`config.mk`:
```
export PLATFORM = sky130hd
export DESIGN_NAME = alu_trace_buffer_flat
export DESIGN_NICKNAME = d
export VERILOG_FILES = /design/src/rtl/alu_trace_buffer_if.sv /design/src/rtl/alu_trace_buffer.sv /design/src/flat_wrapper.sv
export SDC_FILE = /design/constraint.sdc
export NUM_CORES = 1
export LEC_CHECK = 0
export ABC_CLOCK_PERIOD_IN_PS = 7200
export BUFFER_PORTS_ARGS = -buffer_cell sky130_fd_sc_hd__clkbuf_2
export CAP_MARGIN = 10
export CORE_ASPECT_RATIO = 1.75
export CORE_MARGIN = 2
export CORE_UTILIZATION = 50
export DETAILED_ROUTE_END_ITERATION = 6
export PLACE_DENSITY = 0.67
export SLEW_MARGIN = 5
export SYNTH_ARGS = -nofsm -noshare
export SYNTH_HDL_FRONTEND = slang
export SYNTH_SLANG_ARGS = --single-unit
export TNS_END_PERCENT = 30
```
`constraint.sdc`:
```
create_clock -name clk -period 7.2 [get_ports clk]
set_input_delay 1.44 -clock clk [delete_from_list [all_inputs] [get_ports clk]]
set_output_delay 1.44 -clock clk [all_outputs]
set_load 0.03 [all_outputs]
```
`src/rtl/alu_trace_buffer_if.sv`:
```
// Capture and drain bus of the ALU trace buffer.
// master = CPU/consumer side, slave = buffer side.
interface alu_trace_buffer_if #(
  parameter int DW    = 32,
  parameter int DEPTH = 16
);
  localparam int AW = $clog2(DEPTH);

  logic          cap_valid;
  logic [DW-1:0] alu_f;
  logic          zf;
  logic          of;
  logic          clr;
  logic          rd_en;
  logic [DW+9:0] rd_data;
  logic          rd_valid;
  logic          empty;
  logic          full;
  logic [AW:0]   level;
  logic [15:0]   drop_cnt;

  modport master (
    output cap_valid, alu_f, zf, of, clr, rd_en,
    input  rd_data, rd_valid, empty, full, level, drop_cnt
  );

  modport slave (
    input  cap_valid, alu_f, zf, of, clr, rd_en,
    output rd_data, rd_valid, empty, full, level, drop_cnt
  );
endinterface

```
`src/rtl/alu_trace_buffer.sv`:
```
// Trace FIFO of per-instruction ALU results tagged with a sequence number.
// Drop-when-full or overwrite-oldest, with a saturating loss counter.
module alu_trace_buffer #(
  parameter int DW        = 32,
  parameter int DEPTH     = 16,
  parameter bit OVERWRITE = 1'b0
) (
  input logic clk,
  input logic rst,
  alu_trace_buffer_if.slave bus
);
  localparam int AW = $clog2(DEPTH);
  localparam int EW = DW + 10;
  localparam logic [AW:0] L_FULL = (AW+1)'(DEPTH);

  logic [EW-1:0] r_mem [DEPTH];
  logic [AW-1:0] r_wptr;
  logic [AW-1:0] r_rptr;
  logic [AW:0]   r_level;
  logic [7:0]    r_seq;
  logic [15:0]   r_drop;
  logic [EW-1:0] r_rd_data;
  logic          r_rd_valid;

  logic          w_empty;
  logic          w_full;
  logic          w_pop;
  logic          w_lost;
  logic          w_push;
  logic          w_ovr;
  logic [EW-1:0] w_entry;

  assign w_empty = (r_level == '0);
  assign w_full  = (r_level == L_FULL);
  assign w_pop   = bus.rd_en & ~w_empty & ~bus.clr;
  // a capture into a full buffer with no pop loses an entry
  assign w_lost  = bus.cap_valid & w_full & ~w_pop & ~bus.clr;
  assign w_ovr   = w_lost & OVERWRITE;
  assign w_push  = bus.cap_valid & ~bus.clr & ~(w_lost & ~OVERWRITE);
  assign w_entry = {r_seq, bus.of, bus.zf, bus.alu_f};

  always_ff @(posedge clk) begin
    if (w_push) begin
      r_mem[r_wptr] <= w_entry;
    end
  end

  always_ff @(posedge clk or negedge rst) begin
    if (!rst) begin
      r_wptr     <= '0;
      r_rptr     <= '0;
      r_level    <= '0;
      r_seq      <= '0;
      r_drop     <= '0;
      r_rd_data  <= '0;
      r_rd_valid <= 1'b0;
    end else if (bus.clr) begin
      r_wptr     <= '0;
      r_rptr     <= '0;
      r_level    <= '0;
      r_seq      <= '0;
      r_drop     <= '0;
      r_rd_valid <= 1'b0;
    end else begin
      r_rd_valid <= w_pop;
      if (w_pop) begin
        r_rd_data <= r_mem[r_rptr];
      end
      if (w_push) begin
        r_wptr <= r_wptr + 1'b1;
      end
      if (w_pop | w_ovr) begin
        r_rptr <= r_rptr + 1'b1;
      end
      if (w_push & ~w_pop & ~w_ovr) begin
        r_level <= r_level + 1'b1;
      end else if (w_pop & ~w_push) begin
        r_level <= r_level - 1'b1;
      end
      if (bus.cap_valid) begin
        r_seq <= r_seq + 8'd1;
      end
      if (w_lost && (r_drop != 16'hFFFF)) begin
        r_drop <= r_drop + 16'd1;
      end
    end
  end

  assign bus.rd_data  = r_rd_data;
  assign bus.rd_valid = r_rd_valid;
  assign bus.empty    = w_empty;
  assign bus.full     = w_full;
  assign bus.level    = r_level;
  assign bus.drop_cnt = r_drop;
endmodule

```
`src/flat_wrapper.sv`:
```
// flat-port wrapper written by rule: the top's interface ports become plain ports
module alu_trace_buffer_flat 
#(
  parameter int DW        = 32,
  parameter int DEPTH     = 16,
  parameter bit OVERWRITE = 1'b0
)
  (clk, rst, bus_cap_valid, bus_alu_f, bus_zf, bus_of, bus_clr, bus_rd_en, bus_rd_data, bus_rd_valid, bus_empty, bus_full, bus_level, bus_drop_cnt);
  alu_trace_buffer_if #(.DW(DW), .DEPTH(DEPTH)) bus_i ();
  input logic clk;
  input logic rst;
  input wire logic [$bits(bus_i.cap_valid)-1:0] bus_cap_valid;
  input wire logic [$bits(bus_i.alu_f)-1:0] bus_alu_f;
  input wire logic [$bits(bus_i.zf)-1:0] bus_zf;
  input wire logic [$bits(bus_i.of)-1:0] bus_of;
  input wire logic [$bits(bus_i.clr)-1:0] bus_clr;
  input wire logic [$bits(bus_i.rd_en)-1:0] bus_rd_en;
  output wire logic [$bits(bus_i.rd_data)-1:0] bus_rd_data;
  output wire logic [$bits(bus_i.rd_valid)-1:0] bus_rd_valid;
  output wire logic [$bits(bus_i.empty)-1:0] bus_empty;
  output wire logic [$bits(bus_i.full)-1:0] bus_full;
  output wire logic [$bits(bus_i.level)-1:0] bus_level;
  output wire logic [$bits(bus_i.drop_cnt)-1:0] bus_drop_cnt;
  assign bus_i.cap_valid = bus_cap_valid;
  assign bus_i.alu_f = bus_alu_f;
  assign bus_i.zf = bus_zf;
  assign bus_i.of = bus_of;
  assign bus_i.clr = bus_clr;
  assign bus_i.rd_en = bus_rd_en;
  assign bus_rd_data = bus_i.rd_data;
  assign bus_rd_valid = bus_i.rd_valid;
  assign bus_empty = bus_i.empty;
  assign bus_full = bus_i.full;
  assign bus_level = bus_i.level;
  assign bus_drop_cnt = bus_i.drop_cnt;
  alu_trace_buffer #(.DW(DW), .DEPTH(DEPTH), .OVERWRITE(OVERWRITE)) u_core (.clk(clk), .rst(rst), .bus(bus_i));
endmodule
```
## After elaboration in Yosys (flattened, before gate mapping)

Memories as Yosys holds them, arrays and structs flattened. A register that Yosys moved wholly into a read port is not among the register bits.
Index checks and enable logic that the tools add are counted.

- Flip-flop bits (word level): 38
- Bits in latches: 0
- Memory bits (writable): 672
- Memory bits (read-only): 0
- Bits of input ports: 39
- Output and inout bits: 66
- Logic and storage cells: 52
- Memories: 1

Memories:

| name | depth | bits a word | read ports | clocked after Yosys merged registers in | wr ports | RTL line | source |
|---|---|---|---|---|---|---|---|
| u_core.r_mem | 16 | 42 | 1 | 1 | 1 | alu_trace_buffer.sv:16 | `logic [EW-1:0] r_mem [DEPTH];` |

- Add/subtract/negate cells: 6
- Multipliers: 0
- Div/mod/pow operators: 0
- $lt $le $gt $ge: 0
- Equal/unequal tests: 2
- Shift operators: 0
- Muxes and demuxes: 14
- Bitwise operators: 14
- Reduce and logical (&&, ||, !) cells: 9

Operators with widths:

| cell | count |
|---|---|
| 2-to-1 mux 16 bit | 2 |
| adder 16 x 1 -> 16 bit, second input constant | 1 |
| 2-to-1 mux 4 bit | 4 |
| 2-to-1 mux 8 bit | 2 |
| inequality test 16 bit, second input constant | 1 |
| 2-to-1 mux 5 bit | 3 |
| bitwise AND 1 bit | 9 |
| adder 4 x 1 -> 4 bit, second input constant | 2 |
| adder 8 x 1 -> 8 bit, second input constant | 1 |
| nonzero test 2 bit | 4 |
| adder 5 x 1 -> 5 bit, second input constant | 1 |
| == test 5 bit, second input constant | 1 |
| zero test 5 bit | 1 |
| inverter 1 bit | 5 |
| subtractor 5 x 1 -> 5 bit, second input constant | 1 |
| 2-to-1 mux 1 bit | 3 |
| nonzero test 3 bit | 1 |
| AND reduction 2 bit | 1 |
| logical AND 1 bit | 1 |
| zero test 1 bit | 1 |

## Logic depth before layout (Yosys ltp)

- Word-level depth: 14
- Depth in mapped cells: 10
- Gate-level depth less buffers: 9

## Worst setup path after synthesis

OpenSTA, ideal clock, no wires.

- Path kind: input to register
- Start point: input port bus_cap_valid
- End point: memory u_core.r_mem[3][0] (netlist bit), enable pin
- Library setup time: 0.546 ns
- Data arrival time: 6.261 ns
- Required time: 6.654 ns
- Path slack: 0.393 ns
- Stages on the path: 4
- Buffers on the path: 2
- Cell sequence: clkbuf_1 -> clkbuf_1 -> o21ai_2 -> nor4_1

- Cells in the longest elaborated chain, start to end: 7
- Elaborated cells between the ends (all ways): 8
- Those cells by class: mux (2); bitwise (6)

Ends and longest elaborated chain:

| element | RTL line | source |
|---|---|---|
| from (decl) | flat_wrapper.sv:12 | `input wire logic [$bits(bus_i.cap_valid)-1:0] bus_cap_valid;` |
| bitwise AND 1 bit (3 in a row) | alu_trace_buffer.sv:37 | `assign w_lost = bus.cap_valid & w_full & ~w_pop & ~bus.clr;` |
| inverter 1 bit | alu_trace_buffer.sv:39 | `assign w_push = bus.cap_valid & ~bus.clr & ~(w_lost & ~OVERWRITE);` |
| bitwise AND 1 bit (*) | alu_trace_buffer.sv:39 |  |
| 2-to-1 mux 1 bit (*) | alu_trace_buffer.sv:43 | `if (w_push) begin` |
| 2-to-1 mux 1 bit (not written as such) (*) | alu_trace_buffer.sv:44 | `r_mem[r_wptr] <= w_entry;` |
| to (decl) | alu_trace_buffer.sv:16 |  |

Every way passes the cells marked *; elsewhere a longest branch is shown, timed or not.

## Worst setup path after layout

- Start point: input port bus_clr
- End point: register u_core.r_rd_data[11] (netlist: u_core.bus.rd_data[11]), read port of u_core.r_mem

- Cells in the longest elaborated chain, start to end: 3

Ends and longest elaborated chain:

| element | RTL line | source |
|---|---|---|
| from (decl) | flat_wrapper.sv:16 | `input wire logic [$bits(bus_i.clr)-1:0] bus_clr;` |
| inverter 1 bit (no line) (*) | - |  |
| bitwise AND 1 bit | alu_trace_buffer.sv:35 | `assign w_pop = bus.rd_en & ~w_empty & ~bus.clr;` |
| AND reduction 2 bit (no line) (*) | - |  |
| to (decl) | alu_trace_buffer.sv:22 | `logic [EW-1:0] r_rd_data;` |

Marks and branches as above.
A chain may end at the register's enable or synchronous reset.

==> impl_results.md <==
* Slew margin rel. at 0.294
* Worst path bufs/invs at 4
* Post-route minimum period at about 3.9 ns
* Hold crit path type: reg -> reg
* Largest net degree at the start of global routing at 92
* Synthesis-to-layout area growth at 12.4%
* DIE HEIGHT at around 320 µm
* Pleak at 10.7 nW
* Starting DRT DRC Count at 1143
* GR Util met2 at 0.365
* First-pass GRT wire length at 91700 µm
* Share of layout cells above drive strength 1 at 0.309
* Area leader, netlist: edfxtp_1
* Kind of start point of the critical path: input port
* Unrepaired setup endpoints after global routing: no
* Skew final at approximately 0.023 ns
* Fin. Hold Viols at 0
* Post-synth ARST share at 0.106
* Max VDD drop at 0.000213 V
* Crit Path Max Fanout at 43
* Final #Nets at about 1.5k
* Synth cell count leaders: edfxtp_1, mux4_2, mux2i_1
* Drt first pass iters at 7
* Slew Viols, Final at 0
* Core box area at roughly 58000 µm²
* Path type of the worst setup path: in -> reg
* Synth Flop Type: edfxtp_1
* Comb pwr share at 0.151
* CTS H-tree lvls at 3
* Final TNS setup at 0 ns
* Hpwl dp at ~32000 µm
* Max-Cap Viols at 0
* Crit. End Element: register
* Delay-heaviest family, CP: buffers and inverters
* Synth top area share at 0.688
* Netlist cell types at 53
* Clk buf depth at 3
* Layer with the highest usage: met2
* M3 GR Usage at 0.0307
* Vias at 13.7k
* Row cnt at approximately 120
* Syn nets at ~1.4k
* # Post-CTS Setup Buffers at 0
* Synthesis Warnings at 0
* Slowest CP cell: nand2_4
* EDFF count, synth at 672
* Antenna fix cells at 0
* Post-Syn Area per Cell at 21.4 µm²
* CTS Hold Buffers Added at 0
* Clk slew on worst S/H paths at 0.07 ns
* Crit-path cells: clkbuf_2 > clkinv_1 > nand2_2 > buf_4 > inv_2 > nand2_4 > o221ai_1
* Switching Fraction at 0.257
* Most common cell in the synthesized netlist: edfxtp_1
* Num CTS Buffers at 66
* Internal power at approximately 7.7 mW
* Clock power share at 0.351
* Die X at 187 µm
* Ports at 105
* Post-cts resize count at 0
* Initial antenna violation count at 1
* Final setup viols at 0
* Root Driver: clkbuf_16
* Max Fclk at 255 MHz
* Largest cells by area after synthesis: edfxtp_1, mux4_2, dfrtp_1
* Vias in the first global route at ~15k
* Skew-Pair Late Insertion Delay at 0.59 ns
* Final Core Density at 0.568
* Starting Density at 0.505
* Vias/cell at a little under 6
* PortBufs at between 100 and 150
* Synthesized area at 29300 µm²
* DRC violations left at 0
* DR WL/cell at ~26 µm
* Measured slew at the worst slew-check pin at roughly 1.1 ns
* Global Route met1 Usage at 0.248
* Net Sw Power at ~2.7 mW
* Routed Antenna Nets at 0
* Seq/Total Area, Yosys at 0.756
* Sequential share of power at 0.498
* Fin crit share at 0.545
* Slowest stage delay, CP at 0.71 ns
* CTS tree: yes
* Post-Synthesis Cells at 1368
* Synthesized flop and latch total at 752
* CP required at 7.62 ns
* RD Place Congestion at 0.779
* Total gr overflow at 0
* Status: complete, no violations
* GRT Total Usage at 0.202
* Final wirelength at 59900 µm
* Die area at 60700 µm²
* Cell Pwr Density at 313 nW/µm²
* Sink Count at 752
* Crit path DAT at 4.34 ns
[cell type report]
cell class | count | area (µm²)
Clock buffer | 92 | 1940
Clock inverter | 27 | 298
Timing Repair Buffer | 132 | 746
Multi-Input combinational cell | 535 | 6810
Fill cell | 4276 | 25100
Sequential cell | 752 | 22200
Tap cell | 773 | 967
Inverter | 10 | 37.5
[worst paths after layout]
path | from | endpoint | slack [ns] | cells after the start
min reg2reg | u_core.bus.rd_data[0]$_DFFE_PN0P_ | u_core.bus.rd_data[0]$_DFFE_PN0P_ | 0.50 | 2
max | bus_clr | u_core.bus.rd_data[11]$_DFFE_PN0P_ | 3.28 | 7
min in group asynchronous | rst | u_core.bus.rd_data[6]$_DFFE_PN0P_ | 0.77 | 1
max in group asynchronous | rst | u_core.r_rptr[0]$_DFFE_PN0P_ | 5.06 | 2
max reg2reg | u_core.r_rptr[1]$_DFFE_PN0P_ | u_core.bus.rd_data[8]$_DFFE_PN0P_ | 3.96 | 5
min | u_core.bus.rd_data[0]$_DFFE_PN0P_ | u_core.bus.rd_data[0]$_DFFE_PN0P_ | 0.50 | 2
[state kept, by name (all words and copies together), names as in the netlist]
name                 cells
u_core.bus.drop_cnt     16
u_core.bus.level         5
u_core.bus.rd_data      42
u_core.bus.rd_valid      1
u_core.r_mem           672
u_core.r_rptr            4
u_core.r_seq             8
u_core.r_wptr            4
[power groups by stage]
stage	clock network, mW	registers [mW]	logic, mW
after floorplan	0	5.35	0.995
after global placement	0	5.23	1.55
after detailed placement	0	5.24	1.58
after CTS	3.71	5.15	1.58
after global routing	3.85	5.16	1.68
final	3.62	5.14	1.55
[metal layers]
| metal | vias up | share of wire |
|---|---|---|
| met5 | - | 0.00027 |
| met4 | 2 | 0.025 |
| met3 | 99 | 0.048 |
| met2 | 407 | 0.54 |
| met1 | 7340 | 0.39 |
| li1 | 5891 | - |
[logic make-up (layout without fill, tap and decap cells)]
kind of cell             after synthesis  in the layout  share of synthesized area
adder cells (fa/ha/maj)               12             12                    0.00537
multiplexers                         259            259                      0.160
AND/OR/NAND/NOR                      174            174                     0.0295
buffers and inverters                 81            261                     0.0145
XOR/XNOR                              26             26                    0.00776
AO/OA/AOI/OAI                         64             64                     0.0267
flip-flops                           752            752                      0.756
[cells in the final DEF, fill, tap and decap left out, types with 4 or more instances in the layout]
master       n
and2_2       6
a21oi_1      6
ha_1        11
xnor2_1     18
clkbuf_2   103
nor2_1      34
mux4_2     168
clkinv_2     9
clkbuf_1    13
buf_4       28
dfrtp_1     77
o21ai_0      5
clkbuf_16   71
mux2_2       4
mux2i_1     87
clkbuf_8     8
o221ai_2    40
xor2_1       8
bufinv_16    6
nand2_1     68
inv_1        8
nor3_2       8
nor3_1       7
clkinv_1     7
nand3_1     10
edfxtp_1   672
nor4_1       7
nand4_1     11
[stage by stage]
stage / instances / setup slack [ns] / total power, mW / instance area [µm²] / hold WS (ns)
detailed placement: 2202 / 2.61 / 6.81 / 30700 / 0.493
CTS: 2321 / 3.24 / 10.4 / 33000 / 0.507
global placement: 2202 / 2.76 / 6.78 / 30700 / 0.476
floorplan: 1368 / 0.393 / 6.34 / 29300 / 0.540
finish: 2321 / 3.28 / 10.3 / 33000 / 0.500
global route: 2321 / 3.00 / 10.7 / 33000 / 0.538
[tightest hold or removal path, delay by kind of cell, from the launching register on]
| kind | cells | cell delay (ns) |
|---|---|---|
| simple gates | 1 | 0.06 |
| compound gates | 1 | 0.05 |
| flops | 1 | 0.35 |
Power figures use the tool's default switching activity.
